**config.mk**
```make
export PLATFORM = sky130hd
export DESIGN_NAME = prng_gen
export DESIGN_NICKNAME = d
export VERILOG_FILES = /design/src/rtl/prng_gen.sv
export SDC_FILE = /design/constraint.sdc
export NUM_CORES = 1
export LEC_CHECK = 0
export ABC_AREA = 1
export BUFFER_PORTS_ARGS = -buffer_cell sky130_fd_sc_hd__buf_2
export CORE_MARGIN = 2
export CORE_UTILIZATION = 30
export CTS_CLUSTER_DIAMETER = 120
export DETAILED_ROUTE_END_ITERATION = 7
export SKIP_CTS_REPAIR_TIMING = 1
export SYNTH_ARGS = -nofsm -noshare
export SYNTH_HDL_FRONTEND = slang
export SYNTH_SLANG_ARGS = --single-unit
export TNS_END_PERCENT = 20
```
**constraint.sdc**
```tcl
create_clock -name clk -period 5.2 [get_ports clk]
set_input_delay 0.52 -clock clk [delete_from_list [all_inputs] [get_ports clk]]
set_output_delay 0.52 -clock clk [all_outputs]
set_load 0.01 [all_outputs]
```
**src/rtl/prng_gen.sv**
```systemverilog
// Galois LFSR random-word source with runtime seed/polynomial load, warm-up discard,
// multi-step advance with entropy injection, and automatic all-zero lock-up recovery.
module prng_gen #(
  parameter int              W      = 32,
  parameter logic [W-1:0]    POLY   = 32'h80200003,
  parameter logic [W-1:0]    SEED   = 32'hdeadbeef,
  parameter int              STEP   = 1,
  parameter int              WARMUP = 0
) (
  input  logic            clk,
  input  logic            rst_n,
  input  logic            load,
  input  logic [W-1:0]    load_seed,
  input  logic [W-1:0]    load_poly,
  input  logic [STEP-1:0] ent,
  output logic            out_valid,
  input  logic            out_ready,
  output logic [W-1:0]    res,
  output logic            lockup,
  output logic [7:0]      lock_cnt
);

  typedef enum logic {
    WARM = 1'b0,
    RUN  = 1'b1
  } state_t;

  localparam state_t     INIT_STATE = (WARMUP == 0) ? RUN : WARM;
  localparam logic [7:0] WARM_LAST  = (WARMUP > 0) ? 8'(WARMUP - 1) : 8'd0;

  state_t         state_reg, state_next;
  logic [7:0]     cnt_reg, cnt_next;
  logic [W-1:0]   res_reg;
  logic [W-1:0]   poly_reg;
  logic           lockup_reg;
  logic [7:0]     lock_cnt_reg;
  logic           advance;

  // chain[j] is the state before sub-step j; chain[STEP] is the full advance result
  logic [W-1:0]   chain [0:STEP];

  assign chain[0] = res_reg;

  generate
    for (genvar gi = 0; gi < STEP; gi++) begin : g_step
      assign chain[gi+1] = {ent[gi], chain[gi][W-1:1]} ^ (chain[gi][0] ? poly_reg : '0);
    end
  endgenerate

  always_comb begin
    state_next = state_reg;
    cnt_next   = cnt_reg;
    advance    = 1'b0;
    if (load) begin
      state_next = INIT_STATE;
      cnt_next   = 8'd0;
    end else begin
      case (state_reg)
        WARM: begin
          advance  = 1'b1;
          cnt_next = cnt_reg + 8'd1;
          if (cnt_reg == WARM_LAST) begin
            state_next = RUN;
          end
        end
        RUN: begin
          advance = out_ready;
        end
        default: begin
          state_next = INIT_STATE;
        end
      endcase
    end
  end

  always_ff @(posedge clk or negedge rst_n) begin
    if (!rst_n) begin
      state_reg <= INIT_STATE;
      cnt_reg   <= 8'd0;
    end else begin
      state_reg <= state_next;
      cnt_reg   <= cnt_next;
    end
  end

  always_ff @(posedge clk or negedge rst_n) begin
    if (!rst_n) begin
      res_reg      <= SEED;
      poly_reg     <= POLY;
      lockup_reg   <= 1'b0;
      lock_cnt_reg <= 8'd0;
    end else if (load) begin
      res_reg    <= (load_seed != '0) ? load_seed : SEED;
      poly_reg   <= (load_poly != '0) ? load_poly : poly_reg;
      lockup_reg <= 1'b0;
    end else if (advance) begin
      if (chain[STEP] == '0) begin
        res_reg    <= SEED;
        lockup_reg <= 1'b1;
        if (lock_cnt_reg != 8'hff) begin
          lock_cnt_reg <= lock_cnt_reg + 8'd1;
        end
      end else begin
        res_reg    <= chain[STEP];
        lockup_reg <= 1'b0;
      end
    end else begin
      lockup_reg <= 1'b0;
    end
  end

  assign out_valid = (state_reg == RUN);
  assign res       = res_reg;
  assign lockup    = lockup_reg;
  assign lock_cnt  = lock_cnt_reg;

endmodule

```
After elaboration in Yosys (flattened, before gate mapping)
Index checks and enable logic that the tools add are counted.

storage, ports and cells
  output and inout port bits = 42
  input bits = 69
  flip-flop bits (word level) = 82
  word-level logic and storage cells = 35

operators by class
  equal/unequal tests = 2
  reductions and logical operators = 7
  mux-type cells = 15
  bitwise logic cells = 3
  add/sub/neg operators = 2

operators with widths
  cell                   number
  $mux W32               5
  $reduce_bool A32 Y1    2
  $logic_not A32 Y1      1
  $xor A32 B32 Y32       1
  $add A8 B1 Y8 const B  2
  $mux W8                2
  $logic_not A8 Y1       1
  $ne A8 B8 Y1 const B   1
  $mux W1                7
  $reduce_and A4 Y1      1
  $ne A2 B2 Y1 const B   1
  $not A1 Y1             2
  $pmux W1 S2            1
  $reduce_and A2 Y1      1
  $reduce_bool A2 Y1     1

Longest topological paths before layout
Gate-level depths: netlist (run 1).

  word-level depth = 6
  mapped depth = 13
  gate-level depth less buffers = 11

Least setup slack after synthesis (run 1)
No wires, ideal clock.

  path type = reg2reg
  from = register res_reg[0], in the netlist res[0]
  to = register res_reg[2], in the netlist res[2]
  stages on the path, launching flop included = 14
  setup time = 0.066 ns
  path buffers = 3
  required time = 5.134 ns
  arrival time = 1.742 ns
  slack = 3.392 ns
  clock period less this slack = 1.808 ns
  cells stage by stage = dfstp_2 buf_4 buf_6 nand2_1 nand2_1 nand2_1 nor2_1 nand2_1 nor2_1 nand2_1 nor2_2 nand2_1 buf_2 nand4_1

between the ends
  word-level cells in the longest chain between the ends = 6

RTL lines
  item                      line  RTL
  start: declaration        33    logic [W-1:0] res_reg;
  start signal: assignment  93    res_reg <= (load_seed != '0) ? load_seed : SEED;
  start signal: assignment  104   res_reg <= chain[STEP];
  $mux W32 (*)              46    assign chain[gi+1] = {ent[gi], chain[gi][W-1:1]} ^ (chain[gi][0] ? poly_reg : '0);
  $xor A32 B32 Y32 (*)      46
  $logic_not A32 Y1         97    if (chain[STEP] == '0) begin
  $mux W32 (*)              97
  $mux W32 (*)              96    end else if (advance) begin
  $mux W32 (*)              92    end else if (load) begin

Every way passes the cells marked *; elsewhere a longest branch is shown, timed or not. The select of a mux whose other input is x is not followed.
A chain may end at the register's enable or synchronous reset.

Final worst setup path (run 1)
  from = register res_reg[0], in the netlist res[0]
  to = register res_reg[11], in the netlist res[11]

The elaborated chain is that of the path after synthesis.

==> flow_summary.json, run 1 <==
{
  "outcome": "finished clean",
  "timing.final.hold_violations": 0,
  "root_buffer": "sky130_fd_sc_hd__clkbuf_16",
  "firstDrtPassIters": 4,
  "final.setup_skew_ns": 0.00758,
  "p_leak_nw": 2.91,
  "cp_data_arrival_time_ns": 3.63,
  "post-synth-top-area-cell": "sky130_fd_sc_hd__dfrtp_1",
  "dr.max_layer_used": "met4",
  "synth.most_common_cell": "sky130_fd_sc_hd__nand2_1",
  "slew_violations": 0,
  "r2r_start": "res[0]",
  "final_antenna_net_count": 0,
  "placedInstanceArea_um2": 5350,
  "syn-num-nets": 732,
  "io-pin-count": 111,
  "met3_wirelength_um": 820,
  "rows": 45,
  "fin_total_pwr_mw": 1.80,
  "cts_tree": "built",
  "yosys_warnings": 0,
  "netlist_instances": 660,
  "worstSkewPairLatency_ns": 0.35,
  "final_cells": 947,
  "critPathRequiredTime_ns": 5.46,
  "fin_ws_ns": 1.84,
  "synth_edf_count": 0,
  "layout_worst_path_cycle_share_pct": 64.7,
  "preCtsSetupSlack_ns": 1.84,
  "place.detailed.hpwl_um": 10200,
  "clock_sink_count": 82,
  "num_vias": 4612,
  "nNetsFinal": 826,
  "post-route-drc-count": 0,
  "fin_worst_hold_slack_ns": 0.153,
  "swShare_pct": 27.9,
  "setup.worst_path.class": "reg -> reg",
  "met2_length_um": 6590,
  "power.share.sequential_pct": 43.4,
  "synth_seq_cells": 82,
  "wl_per_cell_um": 15.2,
  "mean_instance_size_in_the_synthesized_netlist_um2": 7.08,
  "io_buffers": 110,
  "vias_per_cell": 4.87,
  "grt_overflow": 0,
  "finalCriticalPeriod_ns": 3.36,
  "cts_buffers": 9,
  "p_int_mw": 1.29,
  "largest_net_degree_at_the_start_of_global_routing": 68,
  "drt_wl_total_um": 14400,
  "routability_congestion_estimate_from_global_placement": 0.804,
  "yosysTopAreaCellShare_pct": 28.4,
  "die_width_um": 129,
  "drt_iter0_drc": 345,
  "ctsHtreeMaxLevel": 3,
  "cellPowerDensity_nw_per_um2": 316,
  "layout-drive-gt1-share_pct": 21.3,
  "design.die.area_um2": 16600,
  "maxClockFrequency_mhz": 297,
  "grt_pass1_vias": 4457,
  "share_comb_of_total_power_pct": 16.0,
  "p_clk_share_pct": 40.5,
  "synth.distinct_cells": 28,
  "sequential_cell_area_fraction_in_the_yosys_report_pct": 44.7,
  "global_route_wire_length_before_repair_um": 23300,
  "finalInstanceArea_um2": 5690,
  "worstSetupStartpointType": "flop",
  "netSwitchingPower_mw": 0.502,
  "gr-usage-all-layers_pct": 18.2,
  "max_slew.worst_pin.slew_ns": 1.25,
  "end_kind": "flop",
  "core_region_area_um2": 15200,
  "critPathMaxFanout": 66,
  "post_synth_most_frequent_cells": "268 x sky130_fd_sc_hd__nand2_1, 64 x sky130_fd_sc_hd__nand3_1, 62 x sky130_fd_sc_hd__nor2_1",
  "holdCritPathClass": "in -> async",
  "netlist_top_cells_area": "sky130_fd_sc_hd__dfrtp_1 28%, sky130_fd_sc_hd__nand2_1 22%, sky130_fd_sc_hd__dfstp_2 16%",
  "setup_tns_ns": 0,
  "cts.clk_slew.worst_paths_ns": 0.06,
  "unrepaired_setup_endpoints_after_global_routing": "false",
  "fraction_of_registers_with_async_set_reset_pct": 100,
  "initial_utilization_pct": 30.7,
  "final_core_util_pct": 37.4,
  "peakVddDrop_mv": 0.156,
  "detail_route.wirelength.met1_um": 6740,
  "clk_path_buf_depth": 2,
  "placed_cells_incl_taps": 931,
  "insertedDiodeCount": 0,
  "first_element_of_the_critical_path": "res[0]",
  "slew_headroom_pct": 16.6,
  "maxCapViolations": 0,
  "netlist_area_um2": 4670,
  "antenna_found_initial": 0,
  "synthFlopType": "sky130_fd_sc_hd__dfrtp_1",
  "report.final.setup_viol": 0,
  "die_ht_um": 129,
  "area.growth.synth_to_final_pct": 21.7
}
[power groups by stage]
stage               logic (mW)  clock network (mW)  registers [mW]
finish                   0.288               0.729           0.780
global route             0.333               0.774           0.791
CTS                      0.293               0.748           0.780
detailed placement       0.292                   0           0.789
global placement         0.287                   0           0.789
floorplan                0.178                   0           0.772
[layer usage]
layer  global-route usage, %  vias to the layer above
li1                        -                     2335
met1                    23.9                     2144
met2                    29.8                      117
met3                    4.53                       16
met4                    4.92                        0
met5                       0                        -
[layout by cell type, fill, tap and decap left out, types with 4 or more instances in the layout]
cell type                   instances
sky130_fd_sc_hd__inv_1             39
sky130_fd_sc_hd__a21oi_1            4
sky130_fd_sc_hd__nor3_1             4
sky130_fd_sc_hd__buf_4              6
sky130_fd_sc_hd__xor2_1             5
sky130_fd_sc_hd__nand4_1           34
sky130_fd_sc_hd__nand3b_1          16
sky130_fd_sc_hd__a22oi_1            5
sky130_fd_sc_hd__nor2_1            60
sky130_fd_sc_hd__clkbuf_16          9
sky130_fd_sc_hd__nand3_1           64
sky130_fd_sc_hd__nor4_1             4
sky130_fd_sc_hd__nand2_1          268
sky130_fd_sc_hd__o21ai_0           29
sky130_fd_sc_hd__buf_2            109
sky130_fd_sc_hd__dfstp_2           29
sky130_fd_sc_hd__dfrtp_1           53
[worst max-delay path, stage by stage, from the launching register on]
cell and delay [ns]:
sky130_fd_sc_hd__dfstp_2 1.26, sky130_fd_sc_hd__nand2_1 0.12, sky130_fd_sc_hd__nand2_1 0.10, sky130_fd_sc_hd__nand2_1 0.06, sky130_fd_sc_hd__nor2_1 0.11, sky130_fd_sc_hd__nand2_1 0.07, sky130_fd_sc_hd__nor2_1 0.13, sky130_fd_sc_hd__nand2_1 0.11
sky130_fd_sc_hd__nor2_2 0.40, sky130_fd_sc_hd__nand2_1 0.62, sky130_fd_sc_hd__nand4_1 0.27
[layout make-up]
class,instances,area [um2]
clock inverter,5,103
multi-input combinational,507,2290
fill,1623,9510
inverter,39,146
tap,188,235
timing repair buffer,115,591
sequential,82,2090
clock buffer,11,233
[cells by family (layout without fill, tap and decap cells)]
group	after synthesis	after routing	share of synthesized area (%)
flops	82	82	44.7
buf+inv	71	170	6.40
compound gates	43	43	5.06
xor+xnor	6	6	1.12
fa+ha+maj	3	3	0.803
simple gates	455	455	41.9
[final timing paths]
check / slack (ns) / endpoint / depth (start not counted)
setup / recovery: 1.84 / res[11] / 10
hold / removal: 0.15 / lock_cnt[1] / 1
setup reg to reg: 1.84 / res[11] / 10
hold reg to reg: 0.47 / poly_reg[31] / 2
max in group asynchronous: 4.08 / res[18] / 2
min in group clk: 0.41 / poly_reg[31] / 3
(Power assumes the default switching activity.)
==> run 2: changes to the inputs <==
==> constraint.sdc (replaced) <==
create_clock -name clk -period 2.9 [get_ports clk]
set_input_delay 0.29 -clock clk [delete_from_list [all_inputs] [get_ports clk]]
set_output_delay 0.29 -clock clk [all_outputs]
set_load 0.01 [all_outputs]
==> flow_summary.json, run 2 (synthesis results as in run 1) <==
{
  "outcome": "finished clean",
  "grt_overflow": 0,
  "maxCapViolations": 0,
  "unrepaired_setup_endpoints_after_global_routing": "false",
  "ff2ff_path_depth": 12,
  "cp_data_arrival_time_ns": 2.63,
  "final_cells": 954,
  "layout_worst_path_cycle_share_pct": 81.1,
  "initial_utilization_pct": 30.7,
  "holdCritPathClass": "in -> async",
  "final_core_util_pct": 37.5,
  "area.growth.synth_to_final_pct": 22.1,
  "preCtsSetupSlack_ns": 0.519,
  "grt_pass1_vias": 4404,
  "drt_wl_total_um": 14600,
  "timing.final.hold_violations": 0,
  "rows": 45,
  "clock_sink_count": 82,
  "peakVddDrop_mv": 0.270,
  "design.die.area_um2": 16600,
  "io-pin-count": 111,
  "most-common-layout-cells": "268 x sky130_fd_sc_hd__nand2_1, 109 x sky130_fd_sc_hd__buf_2, 64 x sky130_fd_sc_hd__nand3_1",
  "global_route_wire_length_before_repair_um": 23400,
  "slew_headroom_pct": 33.9,
  "cts_tree": "built",
  "antenna_found_initial": 0,
  "clk_path_buf_depth": 2,
  "gr-usage-all-layers_pct": 18.4,
  "largest_net_degree_at_the_start_of_global_routing": 76,
  "report.final.setup_viol": 0,
  "fin_worst_hold_slack_ns": 0.112,
  "root_buffer": "sky130_fd_sc_hd__clkbuf_16",
  "setup.worst_path.class": "reg -> reg",
  "mostFrequentLayoutCell": "sky130_fd_sc_hd__nand2_1",
  "final.setup_skew_ns": 0.00789,
  "die_width_um": 129,
  "cellPowerDensity_nw_per_um2": 541,
  "firstDrtPassIters": 8,
  "placedInstanceArea_um2": 5420,
  "ctsHtreeMaxLevel": 3,
  "insertedDiodeCount": 0,
  "max_slew.worst_pin.slew_ns": 0.992,
  "maxClockFrequency_mhz": 425,
  "wl_per_cell_um": 15.3,
  "placed_cells_incl_taps": 938,
  "core_region_area_um2": 15200,
  "layout-drive-gt1-share_pct": 21.9,
  "worstSkewPairLatency_ns": 0.35,
  "cts_buffers": 9,
  "place.detailed.hpwl_um": 10400,
  "io_buffers": 110,
  "fin_ws_ns": 0.549,
  "finalCriticalPeriod_ns": 2.35,
  "critPathMaxFanout": 61,
  "nNetsFinal": 833,
  "critPathRequiredTime_ns": 3.18,
  "routability_congestion_estimate_from_global_placement": 0.815,
  "setup_tns_ns": 0,
  "slew_violations": 0,
  "cts.clk_slew.worst_paths_ns": 0.06,
  "finalInstanceArea_um2": 5710,
  "drt_iter0_drc": 401,
  "end_kind": "flop",
  "p_leak_nw": 2.93,
  "post-route-drc-count": 0,
  "worstSetupStartpointType": "flop",
  "num_vias": 4670,
  "die_ht_um": 129,
  "vias_per_cell": 4.90,
  "final_antenna_net_count": 0,
  "fin_total_pwr_mw": 3.09
}
run 2: cell types whose count changed in the layout (fill, tap and decap cells not counted):
cell	before	now
sky130_fd_sc_hd__clkinvlp_4	1	0
sky130_fd_sc_hd__buf_12	0	1
sky130_fd_sc_hd__clkinv_2	1	2
sky130_fd_sc_hd__clkbuf_1	2	3
sky130_fd_sc_hd__buf_4	6	12
sky130_fd_sc_hd__clkbuf_8	0	1
sky130_fd_sc_hd__bufinv_16	3	1
run 2: routing by layer:
layer | up-vias | global-route usage, % | wire length, um
li1 | 2345 | - | -
met1 | 2190 | 25.3 | 6740
met2 | 126 | 29.3 | 6820
met3 | 9 | 4.62 | 925
met4 | 0 | 4.35 | 131
met5 | - | 0 | 0
run 2: path summary, 6_finish.rpt:
path,end,startpoint,slack [ns]
max in group asynchronous,res[30],rst_n,2.03
min reg2reg,poly_reg[31],poly_reg[31],0.47
min in group clk,poly_reg[21],load_poly[21],0.18
max reg2reg,res[28],res[0],0.55
max,res[28],res[0],0.55
min,lock_cnt[3],rst_n,0.11
run 2: final cells by class:
type / count / area, um2
clock buffers: 13 / 250
clock inverters: 3 / 40.0
fillers: 1643 / 9490
inverters: 39 / 146
multi-input cells: 507 / 2290
flip-flops and latches: 82 / 2090
well taps: 188 / 235
repair buffers: 122 / 656
run 2: where the power goes:
group	total [mW]	internal (mW)	leakage [nW]	switching (mW)
Clock	1.16	0.689	0.144	0.471
Combinational	0.558	0.216	1.80	0.342
Sequential	1.37	1.27	0.980	0.0960
run 2: worst max-delay path, stage by stage, from the launching register on:
cell,delay [ns]
sky130_fd_sc_hd__dfstp_2,0.60
sky130_fd_sc_hd__buf_12,0.26
sky130_fd_sc_hd__nand2_1,0.08
sky130_fd_sc_hd__nand2_1,0.06
sky130_fd_sc_hd__nand2_1,0.07
sky130_fd_sc_hd__nor2_1,0.11
sky130_fd_sc_hd__nand2_1,0.07
sky130_fd_sc_hd__nor2_1,0.15
sky130_fd_sc_hd__nand2_1,0.11
sky130_fd_sc_hd__nor2_2,0.11
sky130_fd_sc_hd__nand2_1,0.25
sky130_fd_sc_hd__buf_4,0.31
sky130_fd_sc_hd__nand4_1,0.09
==> run 3: changes to the inputs <==
==> constraint.sdc (replaced) <==
create_clock -name clk -period 2.18 [get_ports clk]
set_input_delay 0.218 -clock clk [delete_from_list [all_inputs] [get_ports clk]]
set_output_delay 0.218 -clock clk [all_outputs]
set_load 0.01 [all_outputs]
==> flow_summary.json, run 3 (synthesis results as in run 1) <==
{
  "setup_tns_ns": 0,
  "gr-usage-all-layers_pct": 18.5,
  "holdPathEnd": "poly_reg[31]",
  "routability_congestion_estimate_from_global_placement": 0.869,
  "slew_headroom_pct": 67.1,
  "die_width_um": 129,
  "clock_sink_count": 82,
  "insertedDiodeCount": 0,
  "final_antenna_net_count": 0,
  "io-pin-count": 111,
  "final.setup_skew_ns": 0.0125,
  "num_vias": 4844,
  "peakVddDrop_mv": 0.404,
  "root_buffer": "sky130_fd_sc_hd__clkbuf_16",
  "end_kind": "flop",
  "rows": 45,
  "core_region_area_um2": 15200,
  "wl_per_cell_um": 15.5,
  "mostFrequentLayoutCell": "sky130_fd_sc_hd__nand2_1",
  "initial_utilization_pct": 30.7,
  "largest_net_degree_at_the_start_of_global_routing": 33,
  "p_int_mw": 2.88,
  "maxCapViolations": 0,
  "antenna_found_initial": 0,
  "p_clk_share_pct": 36.2,
  "maxClockFrequency_mhz": 498,
  "max_slew.worst_pin.slew_ns": 0.494,
  "swShare_pct": 29.9,
  "post-route-drc-count": 0,
  "netSwitchingPower_mw": 1.23,
  "drt_iter0_drc": 391,
  "p_leak_nw": 3.01,
  "grt_overflow": 0,
  "layout_worst_path_cycle_share_pct": 92.2,
  "cellPowerDensity_nw_per_um2": 699,
  "outcome": "finished clean",
  "most-common-layout-cells": "266 x sky130_fd_sc_hd__nand2_1, 109 x sky130_fd_sc_hd__buf_2, 64 x sky130_fd_sc_hd__nand3_1",
  "cp_data_arrival_time_ns": 2.29,
  "finalCriticalPeriod_ns": 2.01,
  "worstSetupStartpointType": "flop",
  "firstDrtPassIters": 5,
  "cts.clk_slew.worst_paths_ns": 0.07,
  "critPathRequiredTime_ns": 2.46,
  "num-fill-cells": 1646,
  "worstHoldStart": "load_poly[31]",
  "unrepaired_setup_endpoints_after_global_routing": "false",
  "die_ht_um": 129,
  "place.detailed.hpwl_um": 11100,
  "holdCritPathClass": "in -> reg",
  "area.growth.synth_to_final_pct": 25.8,
  "setup.reg_to_reg.worst_slack_ns": 0.17,
  "grt_pass1_vias": 4549,
  "setup.worst_path.class": "reg -> reg",
  "timing.final.hold_violations": 0,
  "clk_path_buf_depth": 2,
  "r2r_start": "res[0]",
  "ff2ff_path_depth": 12,
  "drt_wl_total_um": 15000,
  "global_route_wire_length_before_repair_um": 23700,
  "report.final.setup_viol": 0,
  "ctsHtreeMaxLevel": 3,
  "nNetsFinal": 846,
  "design.die.area_um2": 16600,
  "vias_per_cell": 5.01,
  "timing.rr.end": "res[28]",
  "layout-drive-gt1-share_pct": 23.9,
  "worstSkewPairLatency_ns": 0.35,
  "fin_worst_hold_slack_ns": 0.0919,
  "io_buffers": 110,
  "holdPathStages": 3,
  "slew_violations": 0,
  "cts_buffers": 9,
  "cts_tree": "built",
  "critPathMaxFanout": 13,
  "share_comb_of_total_power_pct": 19.4,
  "power.share.sequential_pct": 44.4
}
-- run 3: worst max-delay path by stage --
| stage | to | startpoint | cells past startpoint |
|---|---|---|---|
| 2_1_floorplan | res[2] | res[0] | 13 |
| 3_3_place_gp | lock_cnt[7] | res[0] | 12 |
| 3_5_place_dp | lock_cnt[5] | res[0] | 12 |
| 4_1_cts | lock_cnt[7] | res[0] | 12 |
| 5_1_grt | res[28] | res[0] | 12 |
| 6_report | res[28] | res[0] | 12 |
-- run 3: cell type report --
type / count / area, um2 / share of cell area [%]
Clock buffer: 14 / 274 / 4.66
Clock inverter: 2 / 10.0 / 0.170
Timing Repair Buffer: 135 / 811 / 13.8
Inverter: 39 / 146 / 2.49
Tap cell: 188 / 235 / 4.00
Multi-Input combinational cell: 507 / 2320 / 39.4
Sequential cell: 82 / 2090 / 35.5
-- run 3: critical path: stages (launching register included) --
cell	delay (ns)
sky130_fd_sc_hd__dfstp_2	0.62
sky130_fd_sc_hd__buf_12	0.17
sky130_fd_sc_hd__nand2_1	0.05
sky130_fd_sc_hd__nand2_1	0.05
sky130_fd_sc_hd__nand2_1	0.07
sky130_fd_sc_hd__nor2_1	0.13
sky130_fd_sc_hd__nand2_1	0.08
sky130_fd_sc_hd__nor2_2	0.14
sky130_fd_sc_hd__nand2_2	0.10
sky130_fd_sc_hd__nor2_4	0.15
sky130_fd_sc_hd__nand2_1	0.09
sky130_fd_sc_hd__buf_4	0.19
sky130_fd_sc_hd__nand4_1	0.09
-- run 3: per-layer routing --
layer  track usage, %  wire length [um]
met5                0                 0
met4             5.43               323
met3             4.99              1000
met2             29.8              6850
met1             24.4              6840
-- run 3: through the flow --
| step | worst slack [ns] | total power [mW] | instance area (um2) | instances | utilization (%) |
|---|---|---|---|---|---|
| final | 0.171 | 4.11 | 5880 | 967 | 38.7 |
| after global routing | 0.0155 | 4.33 | 5880 | 967 | 38.7 |
| after CTS | 0.0728 | 4.11 | 5790 | 964 | 38.1 |
| after detailed placement | 0.105 | 2.61 | 5510 | 948 | 36.2 |
| after global placement | 0.123 | 2.60 | 5510 | 948 | 36.2 |
| after floorplan | 0.372 | 2.27 | 4670 | 660 | - |
-- run 3: power by group through the flow --
stage | logic, mW | registers (mW) | clock network [mW]
6_report | 0.797 | 1.83 | 1.49
2_1_floorplan | 0.424 | 1.84 | 0
3_3_place_gp | 0.756 | 1.84 | 0
4_1_cts | 0.769 | 1.82 | 1.52
5_1_grt | 0.900 | 1.85 | 1.59
3_5_place_dp | 0.766 | 1.84 | 0
